File: config.mk
export PLATFORM = sky130hd
export DESIGN_NAME = upct_multi
export DESIGN_NICKNAME = d
export VERILOG_FILES = /design/src/rtl/core_types_pkg.sv /design/src/rtl/upct_plru.sv /design/src/rtl/upct_multi.sv
export SDC_FILE = /design/constraint.sdc
export NUM_CORES = 1
export LEC_CHECK = 0
export BUFFER_PORTS_ARGS = -buffer_cell sky130_fd_sc_hd__buf_2
export CAP_MARGIN = 20
export CORE_ASPECT_RATIO = 1.25
export CORE_MARGIN = 2
export CORE_UTILIZATION = 51
export CTS_CLUSTER_SIZE = 30
export DETAILED_ROUTE_END_ITERATION = 10
export GPL_TIMING_DRIVEN = 0
export HOLD_SLACK_MARGIN = 0.03
export MAX_ROUTING_LAYER = met4
export PLACE_DENSITY_LB_ADDON = 0.08
export SKIP_CTS_REPAIR_TIMING = 1
export SYNTH_ARGS = -nofsm -noshare
export SYNTH_HDL_FRONTEND = slang
export SYNTH_SLANG_ARGS = --single-unit
File: constraint.sdc
create_clock -name CLK -period 2.95 [get_ports CLK]
set_clock_uncertainty 0.15 [all_clocks]
set_input_delay 0.59 -clock CLK [delete_from_list [all_inputs] [get_ports CLK]]
set_output_delay 0.59 -clock CLK [all_outputs]
set_load 0.05 [all_outputs]
File: src/rtl/core_types_pkg.sv
// Shared core types: upper-PC table sizing and index type.
// Imported by fetch/BTB blocks and the UPCT.
package core_types_pkg;

    localparam int UPCT_ENTRIES     = 8;
    localparam int LOG_UPCT_ENTRIES = $clog2(UPCT_ENTRIES);
    localparam int UPPER_PC_WIDTH   = 22;

    typedef logic [LOG_UPCT_ENTRIES-1:0] upct_idx_t;

endpackage

File: src/rtl/upct_plru.sv
// Tree pseudo-LRU over ENTRIES leaves; owns the PLRU state register.
// Ports: CLK, nRST, clear_i (zero the tree), touch_valid_i/touch_index_i
// (applied in ascending order, highest index = most recent), victim_o.
module upct_plru #(
    parameter int ENTRIES     = 8,
    parameter int LOG_ENTRIES = $clog2(ENTRIES),
    parameter int TOUCHES     = 3
) (
    input  logic                                  CLK,
    input  logic                                  nRST,
    input  logic                                  clear_i,
    input  logic [TOUCHES-1:0]                    touch_valid_i,
    input  logic [TOUCHES-1:0][LOG_ENTRIES-1:0]   touch_index_i,
    output logic [LOG_ENTRIES-1:0]                victim_o
);

    localparam int NODES = ENTRIES - 1;

    logic [NODES-1:0] plru_q;
    logic [NODES-1:0] plru_d;

    // Heap-ordered tree: node n has children 2n+1 (left) and 2n+2 (right).
    always_comb begin : victim_walk
        int node;
        node     = 0;
        victim_o = '0;
        for (int lvl = 0; lvl < LOG_ENTRIES; lvl++) begin
            victim_o[LOG_ENTRIES-1-lvl] = plru_q[node];
            node = 2 * node + 1 + int'(plru_q[node]);
        end
    end

    // Each touch points every node on its path away from the touched leaf.
    always_comb begin : touch_seq
        int node;
        node   = 0;
        plru_d = clear_i ? '0 : plru_q;
        for (int t = 0; t < TOUCHES; t++) begin
            if (touch_valid_i[t]) begin
                node = 0;
                for (int lvl = 0; lvl < LOG_ENTRIES; lvl++) begin
                    plru_d[node] = ~touch_index_i[t][LOG_ENTRIES-1-lvl];
                    node = 2 * node + 1
                         + int'(touch_index_i[t][LOG_ENTRIES-1-lvl]);
                end
            end
        end
    end

    always_ff @(posedge CLK or negedge nRST) begin
        if (!nRST) begin
            plru_q <= '0;
        end else begin
            plru_q <= plru_d;
        end
    end

endmodule

File: src/rtl/upct_multi.sv
// Multi-read-port upper-PC table with two-stage CAM/allocate update path.
// Ports: CLK, nRST, RESP read ports (valid/index/upper PC), update0 request,
// invalidate_all, update1 result (valid/index/hit).
module upct_multi #(
    parameter int UPCT_ENTRIES     = core_types_pkg::UPCT_ENTRIES,
    parameter int LOG_UPCT_ENTRIES = $clog2(UPCT_ENTRIES),
    parameter int UPPER_PC_WIDTH   = core_types_pkg::UPPER_PC_WIDTH,
    parameter int READ_PORTS       = 2
) (
    input  logic                                         CLK,
    input  logic                                         nRST,
    input  logic [READ_PORTS-1:0]                        read_valid_RESP,
    input  logic [READ_PORTS-1:0][LOG_UPCT_ENTRIES-1:0]  read_index_RESP,
    output logic [READ_PORTS-1:0][UPPER_PC_WIDTH-1:0]    read_upper_PC_RESP,
    input  logic                                         update0_valid,
    input  logic [31:0]                                  update0_start_full_PC,
    input  logic                                         invalidate_all,
    output logic                                         update1_valid,
    output logic [LOG_UPCT_ENTRIES-1:0]                  update1_upct_index,
    output logic                                         update1_hit
);

    localparam int IW = LOG_UPCT_ENTRIES;
    localparam int UW = UPPER_PC_WIDTH;

    logic [UPCT_ENTRIES-1:0][UW-1:0] entry_q, entry_d;
    logic [UPCT_ENTRIES-1:0]         valid_q, valid_d;

    logic          u1_valid_q, u1_valid_d;
    logic          u1_hit_q, u1_hit_d;
    logic [UW-1:0] u1_upper_q, u1_upper_d;
    logic [IW-1:0] u1_index_q, u1_index_d;

    logic [IW-1:0] victim;
    logic [IW-1:0] u1_index;
    logic          u1_write;

    logic [UW-1:0]           u0_upper;
    logic [UPCT_ENTRIES-1:0] cam_match;
    logic                    cam_hit;
    logic [IW-1:0]           cam_idx;
    logic                    fwd_hit;

    always_comb begin
        for (int p = 0; p < READ_PORTS; p++) begin
            read_upper_PC_RESP[p] = entry_q[read_index_RESP[p]];
        end
    end

    assign u1_write = u1_valid_q & ~u1_hit_q;
    assign u1_index = u1_hit_q ? u1_index_q : victim;

    assign update1_valid      = u1_valid_q;
    assign update1_hit        = u1_hit_q;
    assign update1_upct_index = u1_valid_q ? u1_index : '0;

    assign u0_upper = update0_start_full_PC[31 -: UW];

    // An entry being overwritten by update1 this cycle must not match on
    // its old contents; the new contents are caught by forwarding instead.
    always_comb begin
        cam_idx = '0;
        for (int i = 0; i < UPCT_ENTRIES; i++) begin
            cam_match[i] = valid_q[i]
                         & (entry_q[i] == u0_upper)
                         & ~invalidate_all
                         & ~(u1_write & (u1_index == IW'(i)));
            if (cam_match[i]) begin
                cam_idx = cam_idx | IW'(i);
            end
        end
        cam_hit = |cam_match;
    end

    assign fwd_hit = u1_valid_q & (u1_upper_q == u0_upper);

    always_comb begin
        u1_valid_d = update0_valid;
        u1_upper_d = u0_upper;
        u1_hit_d   = update0_valid & (fwd_hit | cam_hit);
        u1_index_d = '0;
        if (update0_valid) begin
            u1_index_d = fwd_hit ? u1_index : cam_idx;
        end
    end

    // The update1 write wins over a concurrent global invalidate.
    always_comb begin
        entry_d = entry_q;
        valid_d = invalidate_all ? '0 : valid_q;
        if (u1_write) begin
            entry_d[u1_index] = u1_upper_q;
            valid_d[u1_index] = 1'b1;
        end
    end

    upct_plru #(
        .ENTRIES     (UPCT_ENTRIES),
        .LOG_ENTRIES (IW),
        .TOUCHES     (READ_PORTS + 1)
    ) u_plru (
        .CLK           (CLK),
        .nRST          (nRST),
        .clear_i       (invalidate_all),
        .touch_valid_i ({u1_valid_q,
                         read_valid_RESP & {READ_PORTS{~invalidate_all}}}),
        .touch_index_i ({u1_index, read_index_RESP}),
        .victim_o      (victim)
    );

    always_ff @(posedge CLK or negedge nRST) begin
        if (!nRST) begin
            entry_q    <= '0;
            valid_q    <= '0;
            u1_valid_q <= 1'b0;
            u1_hit_q   <= 1'b0;
            u1_upper_q <= '0;
            u1_index_q <= '0;
        end else begin
            entry_q    <= entry_d;
            valid_q    <= valid_d;
            u1_valid_q <= u1_valid_d;
            u1_hit_q   <= u1_hit_d;
            u1_upper_q <= u1_upper_d;
            u1_index_q <= u1_index_d;
        end
    end

endmodule

==> out/metrics.yaml, run 1 <==
timing_worst_slew_pin_value_ns: 0.977
synth-main-ff-cell: "sky130_fd_sc_hd__dfrtp_1"
outcome: "complete, but fails checks"
power.switching_fraction_pct: 41.8
drt-wirelength-per-cell_um: 28.4
layout.core_utilization_pct: 60.3
timing.final.crit_share_pct: 122
slowest_delay_ns: 0.45
power.internal_mw: 9.69
yosysTopAreaCellShare_pct: 39.1
final-seq-area_um2: 5460
cp_data_required_time_ns: 2.21
vias: 10379
reg_to_reg_startpoint: "u_plru.plru_q[0]$_DFFE_PN0P_"
setup_viol: 165
pwr-share-seq_pct: 34.6
routed_wirelength_mm: 47.6
multi_input_area_um2: 8030
tritoncts_clock_tree: "built"
routabilityCongestion: 1.00
timing.final.crit_period_ns: 3.60
clockPowerShare_pct: 19.9
fin_ws_ns: -0.653
drt_first_pass_iters: 5
fp.dieW_um: 152
clock_sinks: 218
synth_warnings: 0
worst_ir_drop_vdd_uv: 618
syn-mean-instance-area_um2: 11.9
antenna_violating_nets_post_route: 0
crit_path_slowest_cell: "sky130_fd_sc_hd__dfrtp_2"
core_area_um2: 26800
first_global_vias: 10306
fin_cells: 1675
tritoncts.num_buffers: 26
boundaryPins: 93
setup.worst_path.end_class: "output pin"
synthesis.nets: 1233
cts_buffer_depth: 3
chipHeight_um: 189
worst_path_fanout_max: 6
cts-htree-levels: 1
rows: 67
initial_utilization_pct: 52.0
cp.arrival_ns: 2.86
whs_path_depth: 1
fmax_ghz: 0.278
first_pass_grt_wire_length_mm: 69.5
hold_crit_path_type: "in2reg"
timing.setup.critical_path_class: "reg2out"
post-place-ws_ns: -0.743
yosysSeqAreaShare_pct: 39.1
timing.hold.worst.start: "update0_start_full_PC[25]"
synth_edf_count: 0
mappedNetlistArea_um2: 13900
power.leakage_nw: 6.94
postSynth.asyncResetShare_pct: 100
fillerInstances: 2240
grt_start_max_net_pins: 95
io_buffers: 80
synth_area_leaders: "sky130_fd_sc_hd__dfrtp_1 (39%), sky130_fd_sc_hd__mux4_2 (14%), sky130_fd_sc_hd__mux2_2 (12%)"
layout_common_cells: "sky130_fd_sc_hd__dfrtp_1 (215), sky130_fd_sc_hd__xor2_1 (158), sky130_fd_sc_hd__nand2_1 (157), sky130_fd_sc_hd__mux2_2 (153), sky130_fd_sc_hd__mux4_2 (88)"
syn-instance-count: 1170
detailedRoute.firstIterationViolations: 865
grt_antenna_before_repair: 1
total_routing_resource_utilization_after_global_routing_pct: 33.9
pwr-share-comb_pct: 45.4
grt_overflow: 0
powerDensity_nw_per_um2: 1030
drc_markers: 0
crit_chain: "mux2_4 > inv_6 > ha_4 > nand2_4 > nor2_4 > o31a_4 > o31a_1 > and2_4 > buf_8"
design.final.nets: 1373
p_switching_mw: 6.97
flop_and_latch_count_out_of_synthesis: 218
clkTransAtPathRegs_ns: 0.06
crit_path_start: "u_plru.plru_q[0]$_DFFE_PN0P_"
netlist.top_cell.by_area: "sky130_fd_sc_hd__dfrtp_1"
insertion_delay_of_the_later_clocked_pin_in_the_worst_skew_pair_ns: 0.55
share_of_post_route_cells_with_drive_strength_above_1_pct: 35.0
post-dp-hpwl_mm: 34.9
report.final.slew_viol_count: 0
failing_checks: "setup timing"
layout_area_overhead_pct: 16.1
grt_setup_unrepaired: "true"
layout.cells.most_common: "sky130_fd_sc_hd__dfrtp_1"
setup.worst_path.start_class: "register"
synth_cell_type_count: 56
slew_headroom_pct: 33.8
die-area_um2: 28700
cap_violations: 0
via_per_inst: 6.20
placed_cells: 1598
clock-root-buffer: "sky130_fd_sc_hd__clkbuf_16"
timing.final.hold_violations: 0
r2r_cells: 8
## metal layers
metal,vias to the layer above,track usage (%),wire (um)
met2,394,54.1,22800
met4,0,12.6,2330
met5,-,-,0
li1,4492,-,-
met1,5367,44.3,19400
met3,126,5.01,3130
## critical path, delay by kind of cell (launching register included)
kind	cells	cell delay [ns]
AOI/OAI and AO/OA	2	0.74
DFF	1	0.45
muxes	1	0.34
and+or+nand+nor	3	0.33
adders and majority gates	1	0.24
buffers and inverters	2	0.23
## flip-flops by register name, indices dropped and copies added, names as in the netlist
signal,count
entry_q,176
u1_index_q,3
u1_upper_q,22
u_plru.plru_q,7
update1_hit,1
update1_valid,1
valid_q,8
## through the flow
stage,power [mW],cell area [um^2],hold WS [ns],setup TNS [ns]
6_report,16.7,16200,0.0282,-45.99
5_1_grt,17.3,16200,0.0302,-64.79
4_1_cts,16.4,15700,-0.212,-90.15
3_5_place_dp,13.0,14900,0.323,-88.97
3_3_place_gp,12.9,14800,0.302,-705.16
2_1_floorplan,10.7,13900,0.144,0
## synth_stat cells, types with 2 or more instances
cell type                  instances
sky130_fd_sc_hd__mux2_1           11
sky130_fd_sc_hd__o31a_1            2
sky130_fd_sc_hd__o211ai_1          2
sky130_fd_sc_hd__nor4_1           43
sky130_fd_sc_hd__o22ai_1           3
sky130_fd_sc_hd__dfrtp_1         218
sky130_fd_sc_hd__nor2_4            8
sky130_fd_sc_hd__clkbuf_1         45
sky130_fd_sc_hd__o21ai_0          15
sky130_fd_sc_hd__o221ai_1          5
sky130_fd_sc_hd__nor3_1            7
sky130_fd_sc_hd__and3_1            5
sky130_fd_sc_hd__xor2_1          158
sky130_fd_sc_hd__buf_1            29
sky130_fd_sc_hd__mux4_2           88
sky130_fd_sc_hd__buf_2             7
sky130_fd_sc_hd__buf_6            16
sky130_fd_sc_hd__nand2b_1          7
sky130_fd_sc_hd__nand4_1          23
sky130_fd_sc_hd__a41oi_1           2
sky130_fd_sc_hd__a22oi_1           3
sky130_fd_sc_hd__mux2_2          153
sky130_fd_sc_hd__o21ai_1           2
sky130_fd_sc_hd__ha_1             19
sky130_fd_sc_hd__a31oi_1          11
sky130_fd_sc_hd__nand3_1           5
sky130_fd_sc_hd__a311o_1           2
sky130_fd_sc_hd__o31ai_1           2
sky130_fd_sc_hd__nand2_1         158
sky130_fd_sc_hd__mux2_4           13
sky130_fd_sc_hd__nor2b_1           3
sky130_fd_sc_hd__a21oi_1          13
sky130_fd_sc_hd__and2_1            2
sky130_fd_sc_hd__mux2i_1           5
sky130_fd_sc_hd__nor2_1           17
sky130_fd_sc_hd__xnor2_1          40
sky130_fd_sc_hd__nor3b_1           2
sky130_fd_sc_hd__inv_1             8
## power groups by stage
stage,combinational (mW),sequential [mW],clock [mW]
after floorplan,5.39,5.34,0
after global placement,7.19,5.67,0
after detailed placement,7.27,5.78,0
after CTS,7.31,5.73,3.35
after global routing,7.91,5.95,3.47
final,7.57,5.77,3.32
## area by class of cell
class,instances,share of cell area [%]
buffer,96,3.54
inverter,10,0.263
sequential,218,33.7
antenna,1,0.0155
clock buffer,39,4.82
tap,345,2.67
timing repair buffer,113,4.78
clock inverter,8,0.572
multi-input combinational,845,49.6
## worst paths after layout
| path | slack [ns] | endpoint |
|---|---|---|
| worst min-delay path | 0.03 | u1_upper_q[15]$_DFF_PN0_ |
| worst max register to register | -0.51 | entry_q[94]$_DFFE_PN0P_ |
| worst max-delay path | -0.65 | update1_upct_index[0] |
| worst min register to register | 0.34 | valid_q[6]$_DFF_PN0_ |
| min in group asynchronous | 0.38 | u1_upper_q[16]$_DFF_PN0_ |
| max in group asynchronous | 1.44 | entry_q[175]$_DFFE_PN0P_ |
## cells by family (layout without fill, tap and decap cells)
family	count (synthesis)	count (layout)	synth area share, %
muxes	270	270	29.2
and+or+nand+nor	285	285	10.0
AOI/OAI and AO/OA	73	73	3.66
buffers and inverters	107	266	3.81
other	0	1	0
adders and majority gates	19	19	1.71
xor gates and xnor gates	198	198	12.4
DFF	218	218	39.1
Power figures use the tool's default switching activity.
==> inputs of run 2 (changes only) <==
Settings changed: RECOVER_POWER set to 25.
==> out/metrics.yaml, run 2 (same netlist as run 1, synthesis figures left out) <==
outcome: "complete, but fails checks"
failing_checks: "setup timing"
grt_setup_unrepaired: "true"
cts_buffer_depth: 3  # unchanged
report.final.slew_viol_count: 0  # unchanged
hold_crit_path_type: "in2reg"
powerDensity_nw_per_um2: 1030  # +0.19%
timing.final.hold_violations: 0  # unchanged
drt_first_pass_iters: 6  # +1
insertion_delay_of_the_later_clocked_pin_in_the_worst_skew_pair_ns: 0.54  # about the same
via_per_inst: 6.23  # +0.56%
dpl-instance-area_um2: 14900  # unchanged
final_design_area_no_fill_um2: 16200  # -0.21%
initial_utilization_pct: 52.0  # unchanged
cp_data_required_time_ns: 2.21  # about the same
clock-root-buffer: "sky130_fd_sc_hd__clkbuf_16"
cap_violations: 0  # unchanged
layout.core_utilization_pct: 60.2  # -0.13 points
clock_sinks: 218  # unchanged
worst_path_fanout_max: 6  # unchanged
antenna_violating_nets_post_route: 0  # unchanged
worst_ir_drop_vdd_uv: 614  # -0.66%
largest_register_ff_count: 176  # unchanged
tritoncts.num_buffers: 26  # unchanged
routabilityCongestion: 1.00  # unchanged
cp.arrival_ns: 2.86  # about the same
layout_common_cells: "sky130_fd_sc_hd__dfrtp_1 (215), sky130_fd_sc_hd__xor2_1 (158), sky130_fd_sc_hd__nand2_1 (157), sky130_fd_sc_hd__mux2_2 (153), sky130_fd_sc_hd__mux4_2 (88)"
design.final.nets: 1373  # unchanged
hold-worst-slack_ns: 0.0369  # +0.00869 ns
grt_overflow: 0  # unchanged
grt_start_max_net_pins: 95  # unchanged
totalNegativeSetupSlack_ns: -46.45  # -0.454 ns
cts-htree-levels: 1  # unchanged
routed_wirelength_mm: 47.7  # about the same
timing.final.crit_share_pct: 122  # about the same
drc_markers: 0  # unchanged
total_power_mw: 16.7  # about the same
timing.final.crit_period_ns: 3.60  # -0.00198 ns
timing.setup.critical_path_class: "reg2out"
layout.cells.most_common: "sky130_fd_sc_hd__dfrtp_1"
power.leakage_nw: 6.92  # -0.38%
post-dp-hpwl_mm: 34.9  # unchanged
chipHeight_um: 189  # unchanged
die-area_um2: 28700  # unchanged
detailedRoute.firstIterationViolations: 839  # -3.0%
first_pass_grt_wire_length_mm: 69.5  # unchanged
setup_viol: 165  # unchanged
setup.worst_path.start_class: "register"
total_routing_resource_utilization_after_global_routing_pct: 33.9  # unchanged
share_of_post_route_cells_with_drive_strength_above_1_pct: 34.5  # -0.45 points
grt_antenna_before_repair: 1  # unchanged
core_area_um2: 26800  # unchanged
setup.worst_path.end_class: "output pin"
largest_registers: "entry_q (176), u1_upper_q (22), valid_q (8)"
rows: 67  # unchanged
clkTransAtPathRegs_ns: 0.06  # about the same
first_global_vias: 10306  # unchanged
slew_headroom_pct: 29.5  # -4.4 points
fp.dieW_um: 152  # unchanged
fillerInstances: 2249  # +0.40%
fin_ws_ns: -0.651  # +0.00198 ns
timing_worst_slew_pin_value_ns: 1.06  # +0.0810 ns
boundaryPins: 93  # unchanged
setup.reg_to_reg.worst_slack_ns: -0.51  # about the same
fmax_ghz: 0.278  # about the same
regMostFlops: "entry_q"
io_buffers: 80  # unchanged
tritoncts_clock_tree: "built"
drt-wirelength-per-cell_um: 28.5  # about the same
vias: 10437  # +0.56%
layout_area_overhead_pct: 15.9
==> run 2: worst max-delay path, cell delays in order (launching register included) <==
cell	delay, ns
sky130_fd_sc_hd__dfrtp_2	0.45
sky130_fd_sc_hd__mux2_4	0.34
sky130_fd_sc_hd__inv_6	0.09
sky130_fd_sc_hd__ha_4	0.24
sky130_fd_sc_hd__nand2_4	0.08
sky130_fd_sc_hd__nor2_4	0.05
sky130_fd_sc_hd__o31a_4	0.36
sky130_fd_sc_hd__o31a_1	0.38
sky130_fd_sc_hd__and2_4	0.20
sky130_fd_sc_hd__buf_8	0.14
==> run 2: final timing paths <==
path                                         startpoint                      endpoint  cells past startpoint
max                        u_plru.plru_q[0]$_DFFE_PN0P_         update1_upct_index[0]                      9
min                           update0_start_full_PC[25]      u1_upper_q[15]$_DFF_PN0_                      1
max reg2reg                u_plru.plru_q[0]$_DFFE_PN0P_       entry_q[94]$_DFFE_PN0P_                      8
min reg2reg                        valid_q[6]$_DFF_PN0_          valid_q[6]$_DFF_PN0_                      1
max in group asynchronous                          nRST  u_plru.plru_q[0]$_DFFE_PN0P_                      3
min in group asynchronous                          nRST      u1_upper_q[16]$_DFF_PN0_                      2
==> run 2: per-layer routing <==
| layer | GRT usage, % | routed length, um | vias to the layer above |
|---|---|---|---|
| met2 | 54.1 | 22700 | 425 |
| met3 | 5.01 | 3150 | 129 |
| met4 | 12.6 | 2320 | 0 |
| met5 | - | 0 | - |
| li1 | - | - | 4492 |
| met1 | 44.3 | 19500 | 5391 |
==> run 2: metrics by stage <==
step,cells,worst slack (ns)
finish,1675,-0.651
floorplan,1170,0.00690
global route,1675,-0.689
global placement,1595,-2.86
detailed placement,1598,-0.743
CTS,1645,-1.00
==> run 2: area by class of cell <==
type	count	area, um^2	share of cell area [%]
Antenna cell	1	2.50	0.0155
Buffer	96	573	3.55
Clock buffer	39	781	4.83
Clock inverter	8	92.6	0.573
Inverter	10	42.5	0.263
Multi-Input combinational cell	845	8030	49.7
Sequential cell	218	5460	33.8
Tap cell	345	432	2.67
Timing Repair Buffer	113	739	4.58
==> run 2: report_power, final <==
group	internal (mW)	leakage (nW)	switching (mW)	total (mW)
clock	1.99	0.431	1.33	3.32
sequential	4.28	2.64	1.49	5.77
combinational	3.41	3.84	4.15	7.57
total	9.68	6.92	6.97	16.7
==> inputs of run 3 (changes only) <==
Settings changed: SYNTH_HIERARCHICAL set to 1.
==> out/metrics.yaml, run 3 <==
drc_markers: 0  # unchanged
chipHeight_um: 186  # -1.5%
global_route.usage.met1_pct: 44.4  # about the same
largest_registers: "entry_q (176), u1_upper_q (22), valid_q (8)"
fin_cells: 1515  # -9.6%
clock_sinks: 218  # unchanged
layout_area_overhead_pct: 15.5
cap_violations: 0  # unchanged
timing.hold.worst.start: "update0_start_full_PC[20]"
rows: 66  # -1.5%
tritoncts_clock_tree: "built"
design.final.nets: 1218  # -11%
setup.reg_to_reg.worst_slack_ns: 0.06  # +0.57 ns
setup_viol: 0  # -100%
initial_utilization_pct: 51.8  # -0.12 points
synth_edf_count: 0  # unchanged
outcome: "finished clean"
synth_warnings: 6  # +6
hold-worst-slack_ns: 0.0285  # -0.00842 ns
cp_data_required_time_ns: 2.21  # about the same
synth-main-ff-cell: "sky130_fd_sc_hd__dfrtp_1"
first_global_vias: 9315  # -9.6%
report.final.slew_viol_count: 0  # unchanged
yosysSeqAreaShare_pct: 40.3  # +1.2 points
drt-wirelength-per-cell_um: 28.6  # +0.42%
cts_buffer_depth: 3  # unchanged
timing.final.crit_share_pct: 99.9  # -22 points
fin_ws_ns: 0.00185  # +0.653 ns
antenna_violating_nets_post_route: 0  # unchanged
layout_common_cells: "sky130_fd_sc_hd__dfrtp_1 (217), sky130_fd_sc_hd__mux2_2 (214), sky130_fd_sc_hd__xor2_1 (101), sky130_fd_sc_hd__xnor2_1 (97), sky130_fd_sc_hd__mux4_2 (88)"
timing.setup.critical_path_class: "in2out"
clock-root-buffer: "sky130_fd_sc_hd__clkbuf_16"
synth_area_leaders: "sky130_fd_sc_hd__dfrtp_1 (40%), sky130_fd_sc_hd__mux2_2 (18%), sky130_fd_sc_hd__mux4_2 (15%)"
die-area_um2: 27900  # -2.9%
timing_worst_slew_pin_value_ns: 1.19  # +0.135 ns
setup.worst_path.end_class: "output pin"
vias: 9407  # -9.9%
timing.final.crit_period_ns: 2.95  # -0.653 ns
syn-mean-instance-area_um2: 13.1  # +9.7%
grt_setup_unrepaired: "true"
core_area_um2: 26100  # -2.7%
num_antenna_cells: 0  # -1
total_routing_resource_utilization_after_global_routing_pct: 32.6  # -1.4 points
largest_register_ff_count: 176  # unchanged
share_of_post_route_cells_with_drive_strength_above_1_pct: 41.3  # +6.7 points
netlist.top_cell.by_area: "sky130_fd_sc_hd__dfrtp_1"
fmax_ghz: 0.339  # +22%
mappedNetlistArea_um2: 13500  # -3.0%
regMostFlops: "entry_q"
globalRouteMet3Util_pct: 3.73  # -1.3 points
grt_antenna_before_repair: 0  # -1
setup.worst_path.start_class: "input pin"
postSynth.asyncResetShare_pct: 100  # unchanged
syn-instance-count: 1035  # -12%
cts-htree-levels: 1  # unchanged
powerDensity_nw_per_um2: 1090  # +5.7%
slew_headroom_pct: 20.5  # -9.0 points
tritoncts.num_buffers: 25  # -3.8%
r2r_cells: 6  # -2
whs_path_depth: 1  # unchanged
placed_cells: 1459  # -8.7%
synthesis.nets: 1094  # -11%
yosysTopAreaCellShare_pct: 40.3  # +1.2 points
gr-max-usage-layer: "met2"
grt_overflow: 0  # unchanged
routed_wirelength_mm: 43.3  # -9.2%
cp.arrival_ns: 2.21  # -0.65 ns
synth_cell_type_count: 53  # -5.4%
grt.met2_usage_pct: 51.3  # -2.8 points
grt_start_max_net_pins: 106  # +12%
power.leakage_nw: 6.39  # -7.6%
hold_end: "u1_upper_q[10]$_DFF_PN0_"
hold_crit_path_type: "in2reg"
post-place-ws_ns: -0.705  # +0.0378 ns
insertion_delay_of_the_later_clocked_pin_in_the_worst_skew_pair_ns: 0.53  # about the same
io_buffers: 82  # +2.5%
clkTransAtPathRegs_ns: 0.06  # about the same
fp.dieW_um: 150  # -1.4%
flop_and_latch_count_out_of_synthesis: 218  # unchanged
post-dp-hpwl_mm: 31.1  # -11%
drt_first_pass_iters: 5  # -1
first_pass_grt_wire_length_mm: 63.5  # -8.7%
detailedRoute.firstIterationViolations: 779  # -7.2%
worst_path_fanout_max: 10  # +4
routabilityCongestion: 0.989  # -1.3%
via_per_inst: 6.21  # -0.35%
reg_to_reg_startpoint: "u_plru/plru_q[2]$_DFF_PN0_"
worst_r2r_endpoint: "entry_q[9]$_DFFE_PN0P_"
timing.final.hold_violations: 0  # unchanged
yosysMostFrequentCell: "sky130_fd_sc_hd__dfrtp_1"
layout.cells.most_common: "sky130_fd_sc_hd__dfrtp_1"
boundaryPins: 93  # unchanged
synth_commonest_cells: "sky130_fd_sc_hd__dfrtp_1 (218), sky130_fd_sc_hd__mux2_2 (215), sky130_fd_sc_hd__xor2_1 (101)"
worst_ir_drop_vdd_uv: 716  # +17%
-- run 3: cell count changes after synthesis, moves of 9 or more --
cell                      previous run  this run
sky130_fd_sc_hd__mux2_2            153       215
sky130_fd_sc_hd__buf_2               7        21
sky130_fd_sc_hd__o21ai_0            15         6
sky130_fd_sc_hd__buf_1              29        17
sky130_fd_sc_hd__a31oi_1            11         1
sky130_fd_sc_hd__nand3_1             5        15
sky130_fd_sc_hd__nor4_1             43        27
sky130_fd_sc_hd__mux2_4             13         0
sky130_fd_sc_hd__xnor2_1            40        97
sky130_fd_sc_hd__buf_6              16         4
sky130_fd_sc_hd__nand2_1           158        25
sky130_fd_sc_hd__xor2_1            158       101
-- run 3: per-layer routing --
layer | share of wire, % | routed length [um]
met3 | 6.2 | 2670
met1 | 42 | 18300
met2 | 48 | 20600
met4 | 4.0 | 1710
met5 | 0 | 0
-- run 3: worst max-delay path by stage --
stage	startpoint	to
detailed placement	read_index_RESP[3]	read_upper_PC_RESP[27]
global placement	nRST	entry_q[161]$_DFFE_PN0P_
floorplan	read_index_RESP[0]	read_upper_PC_RESP[0]
CTS	read_index_RESP[3]	read_upper_PC_RESP[25]
global route	read_index_RESP[2]	read_upper_PC_RESP[14]
finish	read_index_RESP[2]	read_upper_PC_RESP[14]
-- run 3: cell type report --
cell class | instances | area (um^2)
Sequential cell | 218 | 5460
Timing Repair Buffer | 103 | 639
Clock buffer | 33 | 706
Clock inverter | 10 | 185
Multi-Input combinational cell | 718 | 7670
Buffer | 85 | 510
Inverter | 8 | 30.0
Fill cell | 2168 | 10500
Tap cell | 340 | 425
-- run 3: power breakdown --
group          total, mW  switching, mW  internal, mW  leakage (nW)
Sequential          5.79           1.48          4.31          2.64
Combinational       7.81           4.23          3.59          3.31
Clock               3.43           1.32          2.11         0.440
-- run 3: worst max-delay path, stage by stage --
cell and delay (ns):
sky130_fd_sc_hd__buf_2 0.23, sky130_fd_sc_hd__clkbuf_1 0.69, sky130_fd_sc_hd__mux2_2 0.45, sky130_fd_sc_hd__buf_2 0.22
-- run 3: kinds of logic (layout without fill, tap and decap cells) --
| logic type | count (synthesis) | after routing | synth area share [%] |
|---|---|---|---|
| mux | 313 | 313 | 33.4 |
| xor+xnor | 198 | 198 | 12.8 |
| simple gates | 151 | 151 | 6.63 |
| flops | 218 | 218 | 40.3 |
| compound gates | 41 | 41 | 2.18 |
| buf+inv | 99 | 239 | 3.29 |
| fa+ha+maj | 15 | 15 | 1.39 |
-- run 3: stage by stage --
stage,power (mW),setup TNS [ns],cell area [um^2],utilization [%]
2_1_floorplan,11.1,0,13500,-
3_3_place_gp,13.2,-676.04,14400,55.0
3_5_place_dp,13.4,-38.60,14400,55.3
4_1_cts,16.9,-44.09,15300,58.7
5_1_grt,17.7,-0.0661,15600,59.9
6_report,17.0,0,15600,59.9
